<file path="src/rtl/hci_package.sv">
// Shared types for the HCI r_valid filter: filter mode encoding and the keep decision.
package hci_package;

    typedef enum logic [1:0] {
        HCI_RVF_ALL    = 2'b00,
        HCI_RVF_READS  = 2'b01,
        HCI_RVF_WRITES = 2'b10,
        HCI_RVF_NONE   = 2'b11
    } hci_rvf_mode_t;

    // head_wen = 1 marks a read transaction (HCI wen polarity).
    function automatic logic rvf_keep(input hci_rvf_mode_t mode, input logic head_wen);
        logic keep;
        case (mode)
            HCI_RVF_ALL:    keep = 1'b1;
            HCI_RVF_READS:  keep = head_wen;
            HCI_RVF_WRITES: keep = ~head_wen;
            default:        keep = 1'b0;
        endcase
        return keep;
    endfunction

endpackage

</file>
<file path="src/rtl/hci_core_intf.sv">
// Minimal HCI core interface carrying the request and response channels used by the filter.
interface hci_core_intf #(
    parameter int unsigned DW = 32,
    parameter int unsigned AW = 32,
    parameter int unsigned BW = 8,
    parameter int unsigned UW = 1
);
    logic              req;
    logic              gnt;
    logic [AW-1:0]     add;
    logic              wen;
    logic [DW-1:0]     data;
    logic [DW/BW-1:0]  be;
    logic [15:0]       boffs;
    logic              lrdy;
    logic [UW-1:0]     user;
    logic [DW-1:0]     r_data;
    logic              r_valid;
    logic              r_opc;
    logic [UW-1:0]     r_user;

    modport master (
        output req, add, wen, data, be, boffs, lrdy, user,
        input  gnt, r_data, r_valid, r_opc, r_user
    );

    modport slave (
        input  req, add, wen, data, be, boffs, lrdy, user,
        output gnt, r_data, r_valid, r_opc, r_user
    );

endinterface

</file>
<file path="src/rtl/hci_core_r_valid_filter_fifo.sv">
// In-order tracker of granted request types: 1-bit x DEPTH register FIFO.
module hci_core_r_valid_filter_fifo
    import hci_package::*;
#(
    parameter int unsigned DEPTH = 4
) (
    input  logic                         clk,
    input  logic                         rst,
    input  logic                         flush,
    input  logic                         push,
    input  logic                         pop,
    input  logic                         data,
    output logic                         head,
    output logic [$clog2(DEPTH+1)-1:0]   count,
    output logic                         full,
    output logic                         empty
);

    localparam int unsigned PW = (DEPTH > 1) ? $clog2(DEPTH) : 1;
    localparam int unsigned CW = $clog2(DEPTH + 1);

    logic [DEPTH-1:0] mem;
    logic [PW-1:0]    wptr;
    logic [PW-1:0]    rptr;
    logic [CW-1:0]    cnt;
    logic             do_push;
    logic             do_pop;

    // Explicit wrap keeps DEPTH=1 correct where the pointer has spare range.
    function automatic logic [PW-1:0] next_ptr(input logic [PW-1:0] ptr);
        return (ptr == PW'(DEPTH - 1)) ? '0 : ptr + 1'b1;
    endfunction

    assign do_push = push & (cnt != CW'(DEPTH));
    assign do_pop  = pop & (cnt != '0);

    always_ff @(posedge clk) begin
        if (rst || flush) begin
            mem  <= '0;
            wptr <= '0;
            rptr <= '0;
            cnt  <= '0;
        end else begin
            if (do_push) begin
                mem[wptr] <= data;
                wptr      <= next_ptr(wptr);
            end
            if (do_pop) begin
                rptr <= next_ptr(rptr);
            end
            case ({do_push, do_pop})
                2'b10:   cnt <= cnt + 1'b1;
                2'b01:   cnt <= cnt - 1'b1;
                default: cnt <= cnt;
            endcase
        end
    end

    assign head  = mem[rptr];
    assign count = cnt;
    assign full  = (cnt == CW'(DEPTH));
    assign empty = (cnt == '0);

endmodule

</file>
<file path="src/rtl/hci_core_r_valid_filter_ot.sv">
// Multi-outstanding r_valid filter between an HCI core initiator and the TCDM interconnect.
module hci_core_r_valid_filter_ot
    import hci_package::*;
#(
    parameter int unsigned DEPTH     = 4,
    parameter int unsigned CNT_WIDTH = 16
) (
    input  logic                         clk_i,
    input  logic                         rst_i,
    input  logic                         clear_i,
    input  logic                         enable_i,
    input  hci_rvf_mode_t                mode_i,
    output logic [$clog2(DEPTH+1)-1:0]   outstanding_o,
    output logic [CNT_WIDTH-1:0]         dropped_o,
    output logic                         full_o,
    output logic                         err_o,
    hci_core_intf.slave                  tcdm_slave,
    hci_core_intf.master                 tcdm_master
);

    logic head_wen;
    logic fifo_full;
    logic fifo_empty;
    logic push;
    logic pop;
    logic keep;
    logic filter_on;
    logic drop;

    logic [CNT_WIDTH-1:0] dropped_q;
    logic                 err_q;

    // Request channel forwards untouched apart from full-gating of req/gnt.
    assign tcdm_master.req   = tcdm_slave.req & ~fifo_full;
    assign tcdm_master.add   = tcdm_slave.add;
    assign tcdm_master.wen   = tcdm_slave.wen;
    assign tcdm_master.data  = tcdm_slave.data;
    assign tcdm_master.be    = tcdm_slave.be;
    assign tcdm_master.boffs = tcdm_slave.boffs;
    assign tcdm_master.lrdy  = tcdm_slave.lrdy;
    assign tcdm_master.user  = tcdm_slave.user;
    assign tcdm_slave.gnt    = tcdm_master.gnt & ~fifo_full;

    assign tcdm_slave.r_data = tcdm_master.r_data;
    assign tcdm_slave.r_opc  = tcdm_master.r_opc;
    assign tcdm_slave.r_user = tcdm_master.r_user;

    assign push = tcdm_slave.req & ~fifo_full & tcdm_master.gnt;
    assign pop  = tcdm_master.r_valid & ~fifo_empty;

    hci_core_r_valid_filter_fifo #(
        .DEPTH (DEPTH)
    ) i_tracker (
        .clk   (clk_i),
        .rst   (rst_i),
        .flush (clear_i),
        .push  (push),
        .pop   (pop),
        .data  (tcdm_slave.wen),
        .head  (head_wen),
        .count (outstanding_o),
        .full  (fifo_full),
        .empty (fifo_empty)
    );

    // An orphan response (empty tracker) has no type to filter on, so it passes unfiltered.
    assign keep      = rvf_keep(mode_i, head_wen);
    assign filter_on = enable_i & ~fifo_empty;
    assign drop      = pop & enable_i & ~keep;

    assign tcdm_slave.r_valid = tcdm_master.r_valid & (~filter_on | keep);

    always_ff @(posedge clk_i) begin
        if (rst_i || clear_i) begin
            dropped_q <= '0;
        end else if (drop && (dropped_q != '1)) begin
            dropped_q <= dropped_q + 1'b1;
        end
    end

    always_ff @(posedge clk_i) begin
        if (rst_i || clear_i) begin
            err_q <= 1'b0;
        end else if (tcdm_master.r_valid && fifo_empty) begin
            err_q <= 1'b1;
        end
    end

    assign dropped_o = dropped_q;
    assign err_o     = err_q;
    assign full_o    = fifo_full;

endmodule

</file>
<file path="src/flat_wrapper.sv">
// flat-port wrapper written by rule: the top's interface ports become plain ports
module hci_core_r_valid_filter_ot_flat import hci_package::*;
#(
    parameter int unsigned DEPTH     = 4,
    parameter int unsigned CNT_WIDTH = 16
)
  (clk_i, rst_i, clear_i, enable_i, mode_i, outstanding_o, dropped_o, full_o, err_o, tcdm_slave_req, tcdm_slave_add, tcdm_slave_wen, tcdm_slave_data, tcdm_slave_be, tcdm_slave_boffs, tcdm_slave_lrdy, tcdm_slave_user, tcdm_slave_gnt, tcdm_slave_r_data, tcdm_slave_r_valid, tcdm_slave_r_opc, tcdm_slave_r_user, tcdm_master_req, tcdm_master_add, tcdm_master_wen, tcdm_master_data, tcdm_master_be, tcdm_master_boffs, tcdm_master_lrdy, tcdm_master_user, tcdm_master_gnt, tcdm_master_r_data, tcdm_master_r_valid, tcdm_master_r_opc, tcdm_master_r_user);
  hci_core_intf tcdm_slave_i ();
  hci_core_intf tcdm_master_i ();
  input  logic clk_i;
  input  logic rst_i;
  input  logic clear_i;
  input  logic enable_i;
  input  hci_rvf_mode_t mode_i;
  output logic [$clog2(DEPTH+1)-1:0] outstanding_o;
  output logic [CNT_WIDTH-1:0] dropped_o;
  output logic full_o;
  output logic err_o;
  input wire logic [$bits(tcdm_slave_i.req)-1:0] tcdm_slave_req;
  input wire logic [$bits(tcdm_slave_i.add)-1:0] tcdm_slave_add;
  input wire logic [$bits(tcdm_slave_i.wen)-1:0] tcdm_slave_wen;
  input wire logic [$bits(tcdm_slave_i.data)-1:0] tcdm_slave_data;
  input wire logic [$bits(tcdm_slave_i.be)-1:0] tcdm_slave_be;
  input wire logic [$bits(tcdm_slave_i.boffs)-1:0] tcdm_slave_boffs;
  input wire logic [$bits(tcdm_slave_i.lrdy)-1:0] tcdm_slave_lrdy;
  input wire logic [$bits(tcdm_slave_i.user)-1:0] tcdm_slave_user;
  output wire logic [$bits(tcdm_slave_i.gnt)-1:0] tcdm_slave_gnt;
  output wire logic [$bits(tcdm_slave_i.r_data)-1:0] tcdm_slave_r_data;
  output wire logic [$bits(tcdm_slave_i.r_valid)-1:0] tcdm_slave_r_valid;
  output wire logic [$bits(tcdm_slave_i.r_opc)-1:0] tcdm_slave_r_opc;
  output wire logic [$bits(tcdm_slave_i.r_user)-1:0] tcdm_slave_r_user;
  output wire logic [$bits(tcdm_master_i.req)-1:0] tcdm_master_req;
  output wire logic [$bits(tcdm_master_i.add)-1:0] tcdm_master_add;
  output wire logic [$bits(tcdm_master_i.wen)-1:0] tcdm_master_wen;
  output wire logic [$bits(tcdm_master_i.data)-1:0] tcdm_master_data;
  output wire logic [$bits(tcdm_master_i.be)-1:0] tcdm_master_be;
  output wire logic [$bits(tcdm_master_i.boffs)-1:0] tcdm_master_boffs;
  output wire logic [$bits(tcdm_master_i.lrdy)-1:0] tcdm_master_lrdy;
  output wire logic [$bits(tcdm_master_i.user)-1:0] tcdm_master_user;
  input wire logic [$bits(tcdm_master_i.gnt)-1:0] tcdm_master_gnt;
  input wire logic [$bits(tcdm_master_i.r_data)-1:0] tcdm_master_r_data;
  input wire logic [$bits(tcdm_master_i.r_valid)-1:0] tcdm_master_r_valid;
  input wire logic [$bits(tcdm_master_i.r_opc)-1:0] tcdm_master_r_opc;
  input wire logic [$bits(tcdm_master_i.r_user)-1:0] tcdm_master_r_user;
  assign tcdm_slave_i.req = tcdm_slave_req;
  assign tcdm_slave_i.add = tcdm_slave_add;
  assign tcdm_slave_i.wen = tcdm_slave_wen;
  assign tcdm_slave_i.data = tcdm_slave_data;
  assign tcdm_slave_i.be = tcdm_slave_be;
  assign tcdm_slave_i.boffs = tcdm_slave_boffs;
  assign tcdm_slave_i.lrdy = tcdm_slave_lrdy;
  assign tcdm_slave_i.user = tcdm_slave_user;
  assign tcdm_slave_gnt = tcdm_slave_i.gnt;
  assign tcdm_slave_r_data = tcdm_slave_i.r_data;
  assign tcdm_slave_r_valid = tcdm_slave_i.r_valid;
  assign tcdm_slave_r_opc = tcdm_slave_i.r_opc;
  assign tcdm_slave_r_user = tcdm_slave_i.r_user;
  assign tcdm_master_req = tcdm_master_i.req;
  assign tcdm_master_add = tcdm_master_i.add;
  assign tcdm_master_wen = tcdm_master_i.wen;
  assign tcdm_master_data = tcdm_master_i.data;
  assign tcdm_master_be = tcdm_master_i.be;
  assign tcdm_master_boffs = tcdm_master_i.boffs;
  assign tcdm_master_lrdy = tcdm_master_i.lrdy;
  assign tcdm_master_user = tcdm_master_i.user;
  assign tcdm_master_i.gnt = tcdm_master_gnt;
  assign tcdm_master_i.r_data = tcdm_master_r_data;
  assign tcdm_master_i.r_valid = tcdm_master_r_valid;
  assign tcdm_master_i.r_opc = tcdm_master_r_opc;
  assign tcdm_master_i.r_user = tcdm_master_r_user;
  hci_core_r_valid_filter_ot #(.DEPTH(DEPTH), .CNT_WIDTH(CNT_WIDTH)) u_core (.clk_i(clk_i), .rst_i(rst_i), .clear_i(clear_i), .enable_i(enable_i), .mode_i(mode_i), .outstanding_o(outstanding_o), .dropped_o(dropped_o), .full_o(full_o), .err_o(err_o), .tcdm_slave(tcdm_slave_i), .tcdm_master(tcdm_master_i));
endmodule
</file>
<file path="config.mk">
export PLATFORM = sky130hd
export DESIGN_NAME = hci_core_r_valid_filter_ot_flat
export DESIGN_NICKNAME = d
export VERILOG_FILES = /design/src/rtl/hci_package.sv /design/src/rtl/hci_core_intf.sv /design/src/rtl/hci_core_r_valid_filter_fifo.sv /design/src/rtl/hci_core_r_valid_filter_ot.sv /design/src/flat_wrapper.sv
export SDC_FILE = /design/constraint.sdc
export NUM_CORES = 1
export LEC_CHECK = 0
export CORE_AREA = 2 2 107 109
export CTS_BUF_LIST = sky130_fd_sc_hd__clkbuf_4 sky130_fd_sc_hd__clkbuf_8
export DETAILED_ROUTE_END_ITERATION = 12
export DIE_AREA = 0 0 109 111
export GPL_TIMING_DRIVEN = 1
export PLACE_DENSITY = 0.68
export SETUP_SLACK_MARGIN = 0.4
export SYNTH_ARGS = -nofsm -noshare
export SYNTH_HDL_FRONTEND = slang
export SYNTH_SLANG_ARGS = --single-unit
</file>
<file path="constraint.sdc">
create_clock -name clk_i -period 3.2 [get_ports clk_i]
set_clock_uncertainty 0.15 [all_clocks]
set_input_delay 0.96 -clock clk_i [delete_from_list [all_inputs] [get_ports clk_i]]
set_output_delay 0.96 -clock clk_i [all_outputs]
set_load 0.05 [all_outputs]
</file>
==> results.txt <==
Final setup fails: 0
DRC violations left: 0
Share of layout cells above drive strength 1: 13.6%
Req. time, crit path: 2.09 ns
Clock transition at the registers of the reported paths: 0.10 ns
Worst slew margin: 64.0%
Pwr dens: 336 nW/um^2
Crit start category: flop
Row cnt: 39
Count of final max-slew check failures: 0
Arr. time, crit path: 1.86 ns
Max Fclk: 0.337 GHz
Buffers on Ports: 34
Post-synthesis instance total: 300
Slew @ Worst Pin: 0.538 ns
Die area: 12100 um^2
H-tree depth: 1
Hold Crit Endpoint: u_core.i_tracker.mem[1]
Hold Fails Final Rpt: 0
Status: complete, no violations
FF-to-FF End: u_core.i_tracker.count[2]
Total of max-cap violations: 0
Crit path max fanout: 2
Mapped Area: 2380 um^2
Placer Congestion: 0.800
Cells after DPL: 358
1st-iter DRT viols: 33
Core area: 11100 um^2
Root Driver: clkbuf_8
Vias/cell: 4.10
NumNets Final: 359
LEAKAGE: 0.733 nW
ANT cells: 0
Worst-case hold slack: 0.311 ns
Maximum vdd drop: 177 uV
Fin cells: 363
Period utilisation layout: 92.8%
M1 GR Usage: 8.04%
Die Span Y: 111 um
Routing usage on met2: 13.4%
CP max stage delay: 0.52 ns
Unrepaired setup endpoints after global routing: yes
Gr usage total: 8.12%
Crit path cell chain: mux4_2, mux2_4, o21a_4, buf_8
Grt ovf: 0
Fillers: 1211
Initial DRT Pass Iterations: 4
Vias in the first global route: 1387
Min-Delay Path Depth: 2
CP endpoint kind: primary output
Remaining antenna violation count: 0
Total vias in the final route: 1488
Part of the Yosys area used for sequential elements: 23.5%
Reg-to-reg startpoint: u_core.i_tracker.count[2]
Starting Density: 21.5%
Post-DP HPWL: 4170 um
Clock tree buffer depth: 2
Number of CTS-inserted buffers: 3
Clock Sinks: 28
Hold Crit Start: u_core.i_tracker.mem[1]
Syn_nets: 438
Syn Area/Cell: 7.94 um^2
Final min period: 2.97 ns
Largest net degree at the start of global routing: 28
Met3 usage in global routing: 4.47%
Reg2reg path depth: 9
Post-synthesis cell type count: 33
Hold/Removal Path Class: flop to flop
Kind of critical path: flop to primary output
Antenna violations before repair: 0
Drt wl/cell: 14.2 um
Die Wd: 109 um
Flop-to-flop setup slack: 0.58 ns
YS warnings: 0
Top-level port count: 275
GRT busiest layer: met2
Most common cell after layout, fill and taps aside: dfxtp_1
Most frequent cells in the layout: dfxtp_1, nor2_1, clkdlybuf4s50_1, nand2_1, nand3_1
Number of synthesized register bits: 28
First-pass GRT wire length: 7620 um
Final Routed Wirelength: 5140 um
Skew-Pair Late Insertion Delay: 0.28 ns
CTS tree: built
CP max stage cell: mux4_2
Layout area overhead: -9.45%
[state kept, by name, summed over array words and instances, names as in the netlist]
register and flops:
u_core.i_tracker.mem 4, u_core.dropped_o 16, u_core.i_tracker.rptr 2, u_core.i_tracker.wptr 2
u_core.i_tracker.count 3, u_core.err_o 1
[through the flow]
stage	area [um^2]	worst slack [ns]	power [W]	TNS [ns]	util, %
after floorplan	2400	0.402	0.000815	0	-
after global placement	2070	-0.0857	0.000447	-0.0857	18.6
after detailed placement	2070	-0.0965	0.000448	-0.0965	18.6
after CTS	2150	0.176	0.000734	0	19.5
after global routing	2160	0.173	0.000751	0	19.5
final	2160	0.230	0.000724	0	19.5
[power by group]
group / internal [W] / switching (W) / total (W)
Sequential: 0.000350 / 0.00000273 / 0.000353
Clock: 0.000168 / 0.000117 / 0.000285
Combinational: 0.0000376 / 0.0000482 / 0.0000859
Total: 0.000556 / 0.000168 / 0.000724
[how the worst max path moves through the flow]
| stage | startpoint | end | slack [ns] | cells after the start |
|---|---|---|---|---|
| final | u_core.i_tracker.rptr[0] | tcdm_slave_r_valid | 0.23 | 4 |
| after global routing | u_core.i_tracker.rptr[0] | tcdm_slave_r_valid | 0.17 | 4 |
| after CTS | u_core.i_tracker.rptr[0] | tcdm_slave_r_valid | 0.18 | 4 |
| after detailed placement | enable_i | tcdm_slave_r_valid | -0.1 | 5 |
| after global placement | enable_i | tcdm_slave_r_valid | -0.09 | 5 |
| after floorplan | mode_i[0] | tcdm_slave_r_valid | 0.40 | 4 |
[critical path: cells and delay by family, from the launching register on]
kind	cells	cell delay, ns
mux	2	0.87
buf+inv	1	0.14
compound gates	1	0.20
flops	1	0.36
[layout make-up]
cell class	instances	area, um^2	share of cell area [%]
Sequential cell	28	564	26.2
Clock buffer	3	41.3	1.91
Inverter	8	30.0	1.39
Timing Repair Buffer	43	437	20.2
Clock inverter	1	30.0	1.39
Multi-Input combinational cell	137	876	40.6
Tap cell	143	179	8.29
[routing by layer]
layer	wire (um)	part of all wire, %	vias to the layer above
met1	1810	35	655
met4	156	3.0	0
li1	-	-	713
met5	0	0	-
met2	2470	48	82
met3	704	14	38
[cells in the mapped netlist, drive strengths merged]
library cell / count / share of area (%)
and2: 3 / 0.79
fa: 1 / 0.84
xor2: 5 / 1.8
clkbuf: 5 / 0.79
inv: 8 / 1.3
or3: 4 / 1.3
nor2: 24 / 3.8
a21oi: 13 / 2.7
nand2b: 1 / 0.26
xnor2: 9 / 3.3
o21a: 1 / 0.32
buf: 122 / 38
mux2: 1 / 0.63
or2: 2 / 0.53
o21ai: 3 / 0.63
and4: 1 / 0.37
nand3: 14 / 2.9
nand4b: 3 / 1.1
nand2: 17 / 2.7
nor4bb: 1 / 0.42
a311oi: 1 / 0.37
dfxtp: 28 / 24
a31o: 1 / 0.37
nor4: 9 / 2.4
nor4b: 1 / 0.37
mux4: 1 / 0.95
or3b: 1 / 0.37
ha: 7 / 3.7
and3: 5 / 1.3
nor3: 3 / 0.63
nand4: 5 / 1.3
[cell families (layout without fill, tap and decap cells)]
logic type	count (synthesis)	after routing	synth area share [%]
AOI/OAI and AO/OA	19	19	4.41
and+or+nand+nor	94	94	20.5
muxes	2	2	1.58
adders and majority gates	8	8	4.52
buffers and inverters	135	55	40.3
xor gates and xnor gates	14	14	5.15
DFF	28	28	23.5
[timing repair]
action / 4_1_cts / 5_1_grt
pin swaps: 2 / 1
setup endpoints to repair: 5 / 2
setup buffers: 1 / 0
hold buffers: 0 / 0
gates resized for setup: 13 / 1
(Power assumes the default switching activity.)
